**src/rtl/icache_dm_pkg.sv**
```systemverilog
// Shared types and helpers for the direct-mapped instruction cache.
package icache_types;

  localparam int OFFSET_W = 5;                   // byte-offset bits of a line
  localparam int LINE_W   = 8 * (1 << OFFSET_W); // line width in bits
  localparam int WSEL_W   = OFFSET_W - 2;        // 32-bit word select within a line

  typedef enum logic [1:0] {
    IDLE  = 2'd0,
    FETCH = 2'd1,
    FILL  = 2'd2
  } icache_state_t;

  // Pick one 32-bit word out of a cache line; word 0 is bits [31:0].
  function automatic logic [31:0] word_sel(input logic [LINE_W-1:0] line,
                                           input logic [WSEL_W-1:0] word_idx);
    return line[{word_idx, 5'b00000} +: 32];
  endfunction

endpackage

```
**src/rtl/icache_dm_array.sv**
```systemverilog
// Flop array with one write port and one combinational read port.
// HAS_RST selects the variant whose entries clear on async reset (valid bits).
module icache_array #(
  parameter int WIDTH   = 1,
  parameter int IDX_W   = 3,
  parameter bit HAS_RST = 1'b0
) (
  input  logic             clk,
  input  logic             rst,
  input  logic             i_load,
  input  logic [IDX_W-1:0] i_windex,
  input  logic [IDX_W-1:0] i_rindex,
  input  logic [WIDTH-1:0] i_wdata,
  output logic [WIDTH-1:0] o_rdata
);

  localparam int DEPTH = 1 << IDX_W;

  logic [WIDTH-1:0] r_mem [DEPTH];

  generate
    if (HAS_RST) begin : g_rst
      // Resettable storage: every entry cleared while rst is low.
      always_ff @(posedge clk or negedge rst) begin
        if (!rst) begin
          for (int i = 0; i < DEPTH; i++) begin
            r_mem[i] <= {WIDTH{1'b0}};
          end
        end else if (i_load) begin
          r_mem[i_windex] <= i_wdata;
        end
      end
    end else begin : g_norst
      logic w_unused_rst;
      assign w_unused_rst = rst;
      // Plain storage: contents are only meaningful once the valid bit is set.
      always_ff @(posedge clk) begin
        if (i_load) begin
          r_mem[i_windex] <= i_wdata;
        end
      end
    end
  endgenerate

  assign o_rdata = r_mem[i_rindex];

endmodule

```
**src/rtl/icache_dm_chk.sv**
```systemverilog
// Protocol checker: the fetch port must never request a write.
module icache_dm_chk (
  input logic clk,
  input logic rst,
  input logic i_write
);

  a_no_write: assert property (@(posedge clk) disable iff (!rst) i_write == 1'b0);

endmodule

```
**src/rtl/icache_dm.sv**
```systemverilog
// Direct-mapped read-only instruction cache: same-cycle hits, single-line
// fill from pmem on a miss through IDLE -> FETCH -> FILL -> IDLE.
module icache_dm
  import icache_types::*;
#(
  parameter int S_OFFSET = OFFSET_W,
  parameter int S_INDEX  = 3
) (
  input  logic                            clk,
  input  logic                            rst,
  input  logic                            icache_read,
  input  logic                            icache_write,
  input  logic [31:0]                     icache_addr,
  output logic [31:0]                     icache_rdata,
  output logic                            icache_resp,
  output logic                            pmem_read,
  output logic [31:0]                     pmem_address,
  input  logic [8*(1<<S_OFFSET)-1:0]      pmem_rdata,
  input  logic                            pmem_resp
);

  localparam int S_TAG  = 32 - S_OFFSET - S_INDEX;
  localparam int S_LINE = 8 * (1 << S_OFFSET);

  icache_state_t r_state;
  icache_state_t w_state_next;

  logic [31-S_OFFSET:0] r_miss_line;   // {tag, index} of the line being fetched
  logic [S_LINE-1:0]    r_fill_buf;

  logic [S_INDEX-1:0]   w_index;
  logic [S_TAG-1:0]     w_tag;
  logic [S_INDEX-1:0]   w_miss_index;
  logic [S_TAG-1:0]     w_miss_tag;
  logic [S_LINE-1:0]    w_data_rd;
  logic [S_TAG-1:0]     w_tag_rd;
  logic                 w_valid_rd;
  logic                 w_hit;
  logic                 w_fill;
  logic                 w_miss_latch;
  logic                 w_buf_load;
  logic [1:0]           w_unused_byte;

  assign w_index       = icache_addr[S_OFFSET+S_INDEX-1:S_OFFSET];
  assign w_tag         = icache_addr[31:S_OFFSET+S_INDEX];
  assign w_miss_index  = r_miss_line[S_INDEX-1:0];
  assign w_miss_tag    = r_miss_line[31-S_OFFSET:S_INDEX];
  assign w_fill        = (r_state == FILL);
  assign w_hit         = w_valid_rd && (w_tag_rd == w_tag);
  assign w_unused_byte = icache_addr[1:0];

  icache_array #(.WIDTH(S_LINE), .IDX_W(S_INDEX), .HAS_RST(1'b0)) u_data (
    .clk(clk), .rst(rst), .i_load(w_fill), .i_windex(w_miss_index),
    .i_rindex(w_index), .i_wdata(r_fill_buf), .o_rdata(w_data_rd)
  );

  icache_array #(.WIDTH(S_TAG), .IDX_W(S_INDEX), .HAS_RST(1'b0)) u_tag (
    .clk(clk), .rst(rst), .i_load(w_fill), .i_windex(w_miss_index),
    .i_rindex(w_index), .i_wdata(w_miss_tag), .o_rdata(w_tag_rd)
  );

  icache_array #(.WIDTH(1), .IDX_W(S_INDEX), .HAS_RST(1'b1)) u_valid (
    .clk(clk), .rst(rst), .i_load(w_fill), .i_windex(w_miss_index),
    .i_rindex(w_index), .i_wdata(1'b1), .o_rdata(w_valid_rd)
  );

  icache_dm_chk u_chk (.clk(clk), .rst(rst), .i_write(icache_write));

  // FSM state register; reset abandons any fetch in flight.
  always_ff @(posedge clk or negedge rst) begin
    if (!rst) begin
      r_state <= IDLE;
    end else begin
      r_state <= w_state_next;
    end
  end

  // Capture the line address of a missing request.
  always_ff @(posedge clk or negedge rst) begin
    if (!rst) begin
      r_miss_line <= {(32-S_OFFSET){1'b0}};
    end else if (w_miss_latch) begin
      r_miss_line <= icache_addr[31:S_OFFSET];
    end
  end

  // Hold the returned pmem line until it is written in FILL.
  always_ff @(posedge clk or negedge rst) begin
    if (!rst) begin
      r_fill_buf <= {S_LINE{1'b0}};
    end else if (w_buf_load) begin
      r_fill_buf <= pmem_rdata;
    end
  end

  // Next-state logic and fetch/pmem port outputs.
  always_comb begin
    w_state_next = r_state;
    icache_resp  = 1'b0;
    icache_rdata = 32'h0000_0000;
    pmem_read    = 1'b0;
    pmem_address = 32'h0000_0000;
    w_miss_latch = 1'b0;
    w_buf_load   = 1'b0;
    case (r_state)
      IDLE: begin
        if (icache_read) begin
          if (w_hit) begin
            icache_resp  = 1'b1;
            icache_rdata = word_sel(w_data_rd, icache_addr[S_OFFSET-1:2]);
          end else begin
            w_miss_latch = 1'b1;
            w_state_next = FETCH;
          end
        end else begin
          w_state_next = IDLE;
        end
      end
      FETCH: begin
        pmem_read    = 1'b1;
        pmem_address = {r_miss_line, {S_OFFSET{1'b0}}};
        if (pmem_resp) begin
          w_buf_load   = 1'b1;
          w_state_next = FILL;
        end else begin
          w_state_next = FETCH;
        end
      end
      FILL: begin
        w_state_next = IDLE;
      end
      default: begin
        w_state_next = IDLE;
      end
    endcase
  end

endmodule

```
**config.mk**
```make
export PLATFORM = sky130hd
export DESIGN_NAME = icache_dm
export DESIGN_NICKNAME = d
export VERILOG_FILES = /design/src/rtl/icache_dm_pkg.sv /design/src/rtl/icache_dm_array.sv /design/src/rtl/icache_dm_chk.sv /design/src/rtl/icache_dm.sv
export SDC_FILE = /design/constraint.sdc
export NUM_CORES = 2
export LEC_CHECK = 0
export ABC_AREA = 1
export CAP_MARGIN = 0
export CORE_MARGIN = 2
export CORE_UTILIZATION = 39
export CTS_CLUSTER_SIZE = 28
export DETAILED_ROUTE_END_ITERATION = 16
export GPL_TIMING_DRIVEN = 1
export MAX_ROUTING_LAYER = met4
export SKIP_LAST_GASP = 1
export SYNTH_ARGS = -nofsm -noshare
export SYNTH_HDL_FRONTEND = slang
export SYNTH_SLANG_ARGS = --single-unit
```
**constraint.sdc**
```tcl
create_clock -name clk -period 17.5 [get_ports clk]
set_input_delay 3.5 -clock clk [delete_from_list [all_inputs] [get_ports clk]]
set_output_delay 3.5 -clock clk [all_outputs]
set_load 0.005 [all_outputs]
```
### Word-level counts from Yosys, hierarchy flattened

Memory sizes are Yosys's and may differ from the RTL's.
Cells that the tools add are included.

| word-level totals | value |
|---|---|
| bits in registers | 293 |
| RAM bits | 2240 |
| input bits | 293 |
| output and inout bits | 66 |
| word-level logic and storage cells | 51 |
| memories kept | 2 |

Memories:

| memory | depth | width | read ports | clocked after Yosys merged registers in | write ports | RTL line | RTL |
|---|---|---|---|---|---|---|---|
| u_data.r_mem | 8 | 256 | 1 | 0 | 1 | icache_dm_array.sv:19 | `logic [WIDTH-1:0] r_mem [DEPTH];` |
| u_tag.r_mem | 8 | 24 | 1 | 0 | 1 | icache_dm_array.sv:19 |  |

| cells by class | value |
|---|---|
| order comparisons | 3 |
| equal/unequal tests | 4 |
| shift-type cells | 1 |
| mux-type cells | 24 |
| bitwise logic cells | 3 |
| reductions and logical operators | 3 |

Operators with widths:

| operator | count |
|---|---|
| $shiftx A256 B9 Y32 | 1 |
| $mux W32 | 4 |
| $eq A24 B24 Y1 | 1 |
| $mux W1 | 14 |
| $ge A4 B4 Y1 const B | 2 |
| $not A3 Y4 | 2 |
| $or A8 B8 Y8 | 1 |
| $mux W2 | 3 |
| $lt A4 B1 Y1 const B | 1 |
| $pmux W2 S2 | 1 |
| $bmux W1 S3 | 1 |
| $demux W1 S3 | 1 |
| $ne A3 B3 Y1 const B | 1 |
| $eq A2 B1 Y1 const B | 1 |
| $eq A2 B2 Y1 const B | 1 |
| $logic_and A1 B1 Y1 | 2 |
| $logic_not A2 Y1 | 1 |

### Depth between registers and ports, before layout

| depth | value |
|---|---|
| depth in word-level cells | 8 |
| mapped depth | 19 |
| depth with buffers taken out | 15 |

### Modules after synthesis

From an unflattened synthesis, not the netlist that was laid out.

| second synthesis, totals | value |
|---|---|
| cells, all modules | 11108 |
| area total of the unflattened synthesis | 111558.2 sq um |

By module, submodules not included:

| module | instances | cells each | area an instance (sq um) | seq. area each (sq um) |
|---|---|---|---|---|
| icache_array at u_data | 1 | 8865 | 88832.7 | 61499.0 |
| icache_dm | 1 | 1325 | 13837.0 | 7131.8 |
| icache_array at u_tag | 1 | 848 | 8425.6 | 5765.5 |
| icache_array at u_valid | 1 | 70 | 462.9 | 200.2 |

### Worst setup path before layout

Ideal clock, no wire load.

| timing path | value |
|---|---|
| path type | register to register |
| start | reg r_state[0] |
| end | reg u_valid.r_mem[3] in the netlist's numbering |
| setup time | 0.142 ns |
| data arrival time | 13.303 ns |
| required time | 17.358 ns |
| slack | 4.056 ns |
| cell stages (with the launch flop) | 5 |
| path buffers | 0 |
| clock period less this slack | 13.444 ns |
| cells stage by stage | dfrtp_1 -> nor2_1 -> nand2_1 -> nor2_1 -> or2_2 |

| on the way | value |
|---|---|
| cells in the longest elaborated chain, start to end | 1 |

RTL lines:

| element | RTL line | RTL |
|---|---|---|
| from (decl) | icache_dm.sv:25 | `icache_state_t r_state;` |
| from (signal assigned) | icache_dm.sv:74 | `r_state <= w_state_next;` |
| $eq A2 B2 Y1 | icache_dm.sv:48 | `assign w_fill = (r_state == FILL);` |
| to (signal, indexed assignment) | icache_dm_array.sv:27 | `r_mem[i] <= {WIDTH{1'b0}};` |
| to (signal, indexed assignment) | icache_dm_array.sv:30 | `r_mem[i_windex] <= i_wdata;` |
| to (decl) | icache_dm_array.sv:19 |  |

Every way passes these cells.
A chain may end at the register's enable or synchronous reset.

### Worst setup path in the final report

| timing path | value |
|---|---|
| start | in icache_addr[5] |
| end | out icache_rdata[7] |

| on the way | value |
|---|---|
| cells in the longest elaborated chain, start to end | 8 |
| elaborated cells between the ends (all ways) | 12 |
| those cells by class | eq/ne (1); shift (1); mux (6); bitwise (1); reduce/logical (1); memory (2) |

RTL lines:

| element | RTL line | RTL |
|---|---|---|
| from (decl) | icache_dm.sv:13 | `input logic [31:0] icache_addr,` |
| parallel branches: the longest is 5 deep, another holds $mem_v2 Z8 W256 | - |  |
| $mux W32 * | icache_dm.sv:108 | `if (w_hit) begin` |
| $mux W32 * | icache_dm.sv:107 | `if (icache_read) begin` |
| $mux W32 * | icache_dm.sv:105 | `case (r_state)` |
| to (decl) | icache_dm.sv:14 | `output logic [31:0] icache_rdata,` |

Every way passes the cells marked *. The select of a mux whose other input is x is not followed.

==> impl_summary.txt <==
----------------------------------------------------
[Place]
  Placed standard-cell area ... 107000 µm²
  Post-detail-place hpwl ... about 160000 µm
  IO Port Bufs ... 350
  RD Place Congestion ... 0.804

[Critical path]
  Classification of the worst setup path ... in2out
  Slowest Stage Delay on Critical Path ... 0.87 ns
  Cell with the largest stage delay on the worst path ... buf_4
  CP startpoint ... icache_addr[5]
  Startpoint type of the worst setup path ... primary input
  Kind of cell with the highest combined delay on the critical path ... buffers and inverters
  Beginning of the worst register-to-register path ... r_state[0]
  Worst path cell trace ... buf_8 > buf_4 > buf_4 > buf_4 > a21oi_1 > a22o_1 > nor2_1 > o21ai_0 > nand2_1 > nand2_1 > nand2_1 > o21ai_0 > nor2_1 > clkdlybuf4s50_1
  Maximum fanout along the worst path ... 96
  Arrival time at the worst endpoint ... 9.05 ns
  WP buf/inv ... 5
  Endpoint class of the critical path ... primary output
  CP Data Required Time ... 14.00 ns

[Synth]
  Biggest area contributors in the synthesized netlist ... edfxtp_1, nand2_1, dfrtp_1, nand3_1, mux2_2
  Unique cell type count in the Yosys netlist ... 32
  Share of the yosys chip area belonging to registers ... roughly three quarters
  Syn Area/Cell ... around 13 µm²
  Library cell with the largest summed area after synthesis ... edfxtp_1
  Cells after synthesis ... ~8000
  Synthesis-stage register bit count ... 2533
  Number of warnings reported in the yosys synthesis log ... 0
  Post-synth design cell area ... just over 100000 µm²
  Share of Yosys cell area claimed by the top area cell type ... roughly 67%

[Global routing]
  Wire length of the first global-routing pass ... 425000 µm
  Antenna violations before repair ... 37
  Maximum number of pins on one net before global-route repair ... 191
  Global routing usage summed across all routing layers ... 22.4%
  Via count of the first global-routing pass ... 62300
  Congestion Overflow GR ... 0

[Cells and area]
  Layout cell share with drive strength beyond 1 ... 9.42%
  Post-route standard cell area excluding fillers ... 116000 µm²
  Number of fillers in the final layout ... between 20000 and 25000
  Final layout net count ... 8463
  Layout overhead on the synthesized area ... 15.3%
  Final core utilization ... 45.3%

[Routing]
  Violation count after the first detailed-routing iteration ... 7398
  Final ANT Viol Nets ... 0
  Number of iterations in the first detailed-routing pass ... 6
  Avg WL per Cell ... 24.7 µm
  Routed wire length ... 292000 µm
  Post-DR vias/cell ... 5.51
  Post-detailed-route DRC marker count ... 0
  Routed vias ... between 60000 and 70000

[Timing]
  Worst hold slack ... 0.467 ns
  Time the worst path needs with I/O delays and setup ... 12.55 ns
  Max transition margin ... 19.1%
  Fmax ... 79.7 MHz
  Setup skew after layout ... 0.0833 ns
  Sum of negative setup slack ... 0 ns
  Worst-Margin Slew ... about 1.2 ns
  Number of failing hold endpoints at the final stage ... 0
  Finish-stage setup viols ... 0
  Final count of pins violating max slew ... 0
  RSZ-0062 raised after global routing ... false
  Final Cycle Share ... 71.7%

[CTS]
  TritonCTS clock tree ... built
  Clock Tree Buf Depth ... 4
  Resized Gates After CTS ... 0
  Num Clock Sinks ... 2533
  Hold buffer count at CTS ... 0
  Total setup buffers inserted after CTS ... 0
  H-tree levels ... 5
  TritonCTS Buffers ... approximately 290
  Root buffer cell ... clkbuf_16
  Worst-path clk slew ... ~0.05 ns
  Clock latency of the later-clocked register in the worst-skew pair ... 0.96 ns

[Die]
  Core area ... 257000 µm²
  Initial Util ... 39.2%
  Die boundary width ... around 510 µm
  Top Ports ... roughly 360
  Site Rows ... ~190
  Full die area ... approximately 260000 µm²
  DIE HEIGHT ... ~510 µm

[Hold path]
  Worst Min Path Start ... u_valid.r_mem[5]
  Path class of the lowest-slack min-delay path ... reg2reg

[Power and ir drop]
  Maximum vdd ir drop ... 0.000111 V
  Power Dens Cells ... approximately 140 nW/µm²
  Pleak ... 41.0 nW

[Outcome]
  Outcome ... finished, final reports clean

[Flow run]
  Max cap viols ... 0

----------------------------------------------------
## layout make-up
class                   instances  area, µm²  share of cell area, %
multi-input cells            4765      23400                   20.1
inverters                     123        492                  0.423
well taps                    3384       4230                   3.64
flip-flops and latches       2533      74600                   64.1
clock buffers                 426       8220                   7.06
repair buffers                458       4570                   3.92
diodes                         30       75.1                 0.0645
clock inverters                78        774                  0.666
## kinds of logic (layout without fill, tap and decap cells)
family	count (synthesis)	count (layout)	synth area share, %
compound gates	960	960	5.58
buf+inv	654	1085	2.96
flops	2533	2533	73.9
simple gates	3544	3544	14.7
other cells	1	35	0.00372
mux	256	256	2.86
## synth_stat cells (all sizes together)
cell       n
a32o       6
and3       1
or2        7
nor2     433
a221oi    68
edfxtp  2240
a22o      79
nand3   1106
nand2   1979
conb       1
nand3b    13
dfrtp    293
o21ai    423
nand4      5
o211ai    16
o221ai    47
clkbuf   198
inv      122
mux2     256
a21oi    305
buf      333
o22ai      8
o21bai     8
clkinv     1
## power by group
part	switching [mW]	internal [mW]
Sequential	0.914	7.93
Clock	2.33	3.45
Combinational	0.808	0.538
Total	4.05	11.9
## registers in the layout (all words and copies together) (netlist names)
register,cells
r_fill_buf,256
u_data.r_mem,2048
u_tag.r_mem,192
r_state,2
u_valid.r_mem,8
r_miss_line,27
## routing by layer
metal	GRT usage (%)	part of all wire, %	wire length [µm]
met1	31.1	44	128000
met2	33.7	45	133000
met3	3.89	7.9	23100
met4	6.71	2.9	8390
met5	-	0	0
## final timing paths
check,end,slack (ns),cells after the start
worst max register to register,u_data.r_mem[6][168],13.02,7
worst min register to register,u_valid.r_mem[5],0.47,1
max in group asynchronous,r_fill_buf[253],12.71,3
worst min-delay path,u_valid.r_mem[5],0.47,1
min in group asynchronous,r_miss_line[0],2.61,1
worst max-delay path,icache_rdata[7],4.95,14
## metrics by stage
step,instances,setup slack (ns),power (mW)
after floorplan,7952,4.06,9.49
after global placement,11300,5.07,10.2
after detailed placement,11300,5.00,10.3
after CTS,11800,4.99,16.0
after global routing,11800,4.80,16.5
final,11800,4.95,16.0
## cell usage in the layout (no fill, tap or decap), drive strengths merged
cell           count
o21ai            423
nand3b            13
nand3           1106
a221oi            68
o22ai              8
dfrtp            293
clkinvlp           6
clkinv            51
bufinv            14
a32o               6
o21bai             8
nor2             433
or2                7
a22o              79
buf              115
and3               1
edfxtp          2240
diode             30
o211ai            16
nand4              5
mux2             256
o221ai            47
a21oi            305
clkbuf           426
conb               5
inv              130
nand2           1979
clkdlybuf4s50    343
No activity file was read; power rests on OpenSTA's default activity.
